### config.mk
export PLATFORM = sky130hd
export DESIGN_NAME = instr_fetch_ctrl
export DESIGN_NICKNAME = d
export VERILOG_FILES = /design/src/rtl/instr_fetch_ctrl.sv
export SDC_FILE = /design/constraint.sdc
export NUM_CORES = 2
export LEC_CHECK = 0
export CORE_MARGIN = 5
export CORE_UTILIZATION = 25
export CTS_CLUSTER_DIAMETER = 60
export DETAILED_ROUTE_END_ITERATION = 12
export GPL_ROUTABILITY_DRIVEN = 1
export SLEW_MARGIN = 10
export SYNTH_ARGS = -nofsm -noshare
export SYNTH_HDL_FRONTEND = slang
export SYNTH_SLANG_ARGS = --single-unit
### constraint.sdc
create_clock -name clk -period 3.8 [get_ports clk]
set_clock_uncertainty 0.15 [all_clocks]
set_input_delay 0.76 -clock clk [delete_from_list [all_inputs] [get_ports clk]]
set_output_delay 0.76 -clock clk [all_outputs]
set_load 0.01 [all_outputs]
### src/rtl/instr_fetch_ctrl.sv
`default_nettype none
// ============================================================================
// Module      : instr_fetch_ctrl
// Description : Instruction fetch controller. Holds a 16-bit wide program
//               memory that is loaded while the controller is idle. On start
//               it issues words from address 0 to the processor, one per
//               unstalled cycle, and follows jumps. It stops after issuing
//               a word whose opcode (bits 15:11) equals HALT_OP.
// Options     : `define IFC_ISSUE_CNT_EN adds the saturating issue counter.
//               Without it, issue_cnt is tied to zero.
// Revision    : 1.0 - initial release
// ============================================================================
module instr_fetch_ctrl #(
   parameter int         ADDR_W  = 8,
   parameter logic [4:0] HALT_OP = 5'h1F
) (
   input  logic              clk,
   input  logic              sys_rst,
   input  logic              load_we,
   input  logic [ADDR_W-1:0] load_addr,
   input  logic [15:0]       load_data,
   input  logic              start,
   input  logic              stall,
   input  logic              jmp_en,
   input  logic [ADDR_W-1:0] jmp_addr,
   output logic [15:0]       instr_out,
   output logic              instr_valid,
   output logic [ADDR_W-1:0] pc,
   output logic              busy,
   output logic              done,
   output logic [15:0]       issue_cnt
);

   localparam int DEPTH = 1 << ADDR_W;
   localparam logic [ADDR_W-1:0] PC_ONE = {{(ADDR_W-1){1'b0}}, 1'b1};

   typedef enum logic [1:0] {
      S_IDLE = 2'd0,
      S_RUN  = 2'd1,
      S_DONE = 2'd2
   } state_t;

   state_t            state_q;
   logic [ADDR_W-1:0] pc_q;
   logic [ADDR_W-1:0] pc_d;
   logic [15:0]       instr_q;
   logic              valid_q;
   logic              busy_q;
   logic              done_q;

   // Program memory. It has no reset, so its contents survive sys_rst.
   logic [15:0]       mem_q [DEPTH];

   logic [15:0]       rd_word;
   logic              issue;
   logic              launch;
   logic              halt_hit;

   assign rd_word  = mem_q[pc_q];
   assign issue    = (state_q == S_RUN) && !stall;
   // A start pulse that also carries a load is treated as a load only.
   assign launch   = (state_q != S_RUN) && start && !load_we;
   assign halt_hit = (rd_word[15:11] == HALT_OP);

   // Next fetch address. A jump is taken only on a non-halting issue.
   always_comb begin
      pc_d = pc_q + PC_ONE;
      if (jmp_en && !halt_hit) begin
         pc_d = jmp_addr;
      end
   end

   // Program load port. Writes are accepted only while the controller is not running.
   always_ff @(posedge clk) begin
      if (load_we && (state_q != S_RUN)) begin
         mem_q[load_addr] <= load_data;
      end
   end

   // Control FSM with registered issue outputs.
   always_ff @(posedge clk or negedge sys_rst) begin
      if (!sys_rst) begin
         state_q <= S_IDLE;
         pc_q    <= '0;
         instr_q <= '0;
         valid_q <= 1'b0;
         busy_q  <= 1'b0;
         done_q  <= 1'b0;
      end else begin
         case (state_q)
            S_RUN: begin
               if (issue) begin
                  instr_q <= rd_word;
                  valid_q <= 1'b1;
                  pc_q    <= pc_d;
                  if (halt_hit) begin
                     state_q <= S_DONE;
                     busy_q  <= 1'b0;
                     done_q  <= 1'b1;
                  end
               end else begin
                  valid_q <= 1'b0;
               end
            end
            default: begin
               // IDLE and DONE behave the same way. Both wait for a clean start.
               valid_q <= 1'b0;
               if (launch) begin
                  state_q <= S_RUN;
                  pc_q    <= '0;
                  busy_q  <= 1'b1;
                  done_q  <= 1'b0;
               end
            end
         endcase
      end
   end

   assign instr_out   = instr_q;
   assign instr_valid = valid_q;
   assign pc          = pc_q;
   assign busy        = busy_q;
   assign done        = done_q;

`ifdef IFC_ISSUE_CNT_EN
   logic [15:0] cnt_q;

   // Issued-instruction counter. It clears on each launch and saturates at all-ones.
   always_ff @(posedge clk or negedge sys_rst) begin
      if (!sys_rst) begin
         cnt_q <= '0;
      end else if (launch) begin
         cnt_q <= '0;
      end else if (issue && (cnt_q != 16'hFFFF)) begin
         cnt_q <= cnt_q + 16'd1;
      end
   end

   assign issue_cnt = cnt_q;
`else
   assign issue_cnt = '0;
`endif

endmodule
`default_nettype wire
==> results.sh <==
export IMPL_critPathArrivalTime_ns=4.75
export IMPL_worst_path_largest_cell_delay_ns=0.54
export IMPL_path_class="flop to flop"
export IMPL_period_minus_slack_ns=4.07
export IMPL_yosysTopAreaCell="edfxtp_1"
export IMPL_dp_hpwl_um=283000
export IMPL_hold_violations=0
export IMPL_drc=0
export IMPL_worst_path_buf_inv=5
export IMPL_design_core_area_um2=633000
export IMPL_numCtsBuffers=421
export IMPL_ys_seq_area_share_pct=77.9
export IMPL_setup_violations=19
export IMPL_synthArstFlopShare_pct=0.655
export IMPL_cp_max_fo=8
export IMPL_slew_headroom_pct=18.7
export IMPL_synthTopCellsByArea="edfxtp_1 77%, mux4_2 17%, nor2_1 0.70%"
export IMPL_holdCritStartpoint="load_data[10]"
export IMPL_grt_pass1_vias=79600
export IMPL_rsz0062_at_grt="yes"
export IMPL_tns_ns=-3.12
export IMPL_wl_per_cell_um=27.8
export IMPL_tritoncts="built"
export IMPL_floorplan_rows=292
export IMPL_hold_path_class="input port to flop"
export IMPL_die_x_um=807
export IMPL_netlist_area_um2=159000
export IMPL_synth_edff_count=4096
export IMPL_cp_start_kind="flop"
export IMPL_crit_family="compound AO/OA/AOI/OAI gates"
export IMPL_start_util_pct=25.1
export IMPL_via_per_inst=4.79
export IMPL_dieHeight_um=807
export IMPL_clock_path_buffers=4
export IMPL_cts_root_buffer="clkbuf_16"
export IMPL_htreeDepth=5
export IMPL_synth_top_cell_area_share_pct=77.4
export IMPL_violations="setup timing"
export IMPL_synth_ff_type="edfxtp_1"
export IMPL_ant_nets=0
export IMPL_antenna_found_initial=37
export IMPL_seq_area_um2=124000
export IMPL_clock_fmax_mhz=246
export IMPL_synth_distinct_cells=63
export IMPL_synth_area_per_cell_um2=23.6
export IMPL_drt_iter0_drc=11200
export IMPL_slowest_stage="mux4_2"
export IMPL_die_area_um2=651000
export IMPL_layout_drive_gt1_share_pct=38.3
export IMPL_nNetsFinal=7870
export IMPL_multi_input_area_um2=34300
export IMPL_grt_pass1_wl_um=641000
export IMPL_grt_max_degree=109
export IMPL_synth_cells=6719
export IMPL_ys_ff_latch=4123
export IMPL_clock_latency_ns=0.96
export IMPL_clk_pin_slew_worst_paths_ns=0.06
export IMPL_crit_start="pc[0]$_DFFE_PN0P_"
export IMPL_tightest_slew_ns=1.22
export IMPL_drt_wl_total_um=462000
export IMPL_syn_to_final_growth_pct=23.6
export IMPL_grt_overflow_total=0
export IMPL_place_gp_congestion=0.875
export IMPL_drv_slew=0
export IMPL_ir_worst_vdd_mv=0.472
export IMPL_io_buffers=64
export IMPL_p_leak_uw=0.0606
export IMPL_vias=79300
export IMPL_drt_pass1_iter_count=6
export IMPL_ios=81
export IMPL_maxCapViolations=0
export IMPL_p_per_area_nw_per_um2=692
export IMPL_required_ns=4.49
export IMPL_cts_sinks=4123
export IMPL_end_kind="flop"
export IMPL_path_cells="buf_16 > buf_16 > buf_8 > mux4_2 > mux2i_4 > o22a_1 > nand4_1 > nor4_4 > buf_4 > o311a_4 > nor4_4 > buf_4 > a31o_2 > a211o_1"
export IMPL_rr_startpoint="pc[0]$_DFFE_PN0P_"
export IMPL_grt_util_all_layers_pct=13.8
export IMPL_setup_ws_ns=-0.268
export IMPL_outcome="complete, but fails checks"
export IMPL_fillCellCount=59700
export IMPL_fin_crit_sh_pct=107
export IMPL_synth_warnings=0
export IMPL_whs_ns=0.151
[cell type report]
type / count / share of cell area [%]
diodes: 20 / 0.0255
clock buffers: 514 / 5.65
clock inverters: 252 / 1.16
inverters: 13 / 0.0300
multi-input cells: 2204 / 17.5
flip-flops and latches: 4123 / 63.0
well taps: 8379 / 5.34
repair buffers: 1068 / 7.32
[per-stage QoR]
stage	power, uW	instance area [um^2]	cells	setup WS, ns	util [%]
5_1_grt	140000	196000	16600	-0.299	31.0
4_1_cts	135000	195000	16500	-0.219	30.8
3_5_place_dp	91800	179000	15600	-1.10	28.4
3_3_place_gp	91600	179000	15600	-1.10	28.4
6_report	136000	196000	16600	-0.268	31.0
2_1_floorplan	74000	159000	6734	-0.0248	-
[layout by cell type, fill, tap and decap left out, types with 19 or more instances in the layout]
cell type,synthesis,layout
a22oi_1,27,19
clkinv_1,2,104
diode_2,0,20
mux2_2,37,36
nor2b_1,24,19
buf_4,84,524
mux4_2,1222,1222
clkbuf_8,0,19
clkinv_2,0,74
nand3_1,68,51
edfxtp_1,4096,4096
nor2_2,0,114
buf_6,17,40
buf_16,0,42
clkbuf_1,137,82
dfrtp_1,27,20
a21oi_1,29,24
mux2i_1,87,74
clkdlybuf4s50_1,0,46
nor2_1,295,179
clkbuf_16,0,440
buf_12,0,366
nand2_2,0,23
nand2_1,180,154
bufinv_16,0,30
[cells in the mapped netlist (all sizes together) (3+ instances only)]
cell,n
a2111oi,8
or3,3
a21oi,29
or2,3
o31ai,5
o21ai,29
o221ai,6
o211ai,5
a21o,3
a221oi,9
nand2,180
a31oi,11
a22oi,27
and2,7
o22ai,21
mux4,1222
mux2i,87
edfxtp,4096
mux2,37
o2111ai,10
clkbuf,137
nor2,295
nand2b,8
o32ai,3
inv,11
a32oi,9
a211o,3
nor2b,24
nand3,68
dfrtp,27
a31o,7
a311oi,3
buf,257
nor3,12
nand4,16
and3,4
a211oi,13
[sequential cells by signal, summed over array words and instances (netlist names)]
signal	count
instr_valid	1
mem_q	4096
state_q	1
done	1
pc	8
instr_out	16
[final timing paths]
check | to | slack, ns | depth (start not counted)
max | pc[3]$_DFFE_PN0P_ | -0.27 | 14
min | mem_q[36][10]$_DFFE_PP_ | 0.15 | 1
max reg2reg | pc[3]$_DFFE_PN0P_ | -0.27 | 14
min reg2reg | instr_out[1]$_DFFE_PN0P_ | 0.52 | 2
max in group asynchronous | pc[4]$_DFFE_PN0P_ | 2.40 | 2
min in group asynchronous | instr_out[4]$_DFFE_PN0P_ | 0.41 | 2
[power breakdown]
group	switching, uW	total, uW	internal (uW)
sequential	470	50700	50200
combinational	23500	45100	21600
clock	17300	40100	22800
total	41300	136000	94600
[kinds of logic (layout without fill, tap and decap cells)]
| group | after synthesis | after routing | share of synthesized area (%) |
|---|---|---|---|
| buffers and inverters | 407 | 1847 | 1.36 |
| DFF | 4123 | 4123 | 77.9 |
| xor gates and xnor gates | 1 | 1 | 0.00552 |
| other | 1 | 36 | 0.00236 |
| muxes | 1346 | 1346 | 18.1 |
| AOI/OAI and AO/OA | 214 | 214 | 0.955 |
| and+or+nand+nor | 626 | 626 | 1.66 |
| adders and majority gates | 1 | 1 | 0.00788 |
[metal layers]
layer	vias to the layer above	GRT usage [%]	routed length (um)
li1	31100	-	-
met1	43100	18.5	180000
met2	4307	22.0	218000
met3	807	3.31	47400
met4	12	4.38	16200
met5	-	0	82
[what timing repair did]
item | in CTS | in global routing
cloned | 27 | 11
endpoints found under the hold margin | 27 | 0
endpoints found under the setup margin | 27 | 22
gates resized for setup | 195 | 128
setup buffers | 61 | 50
pin swaps | 25 | 51
hold buffers | 1 | 0
No activity file was read; power rests on OpenSTA's default activity.
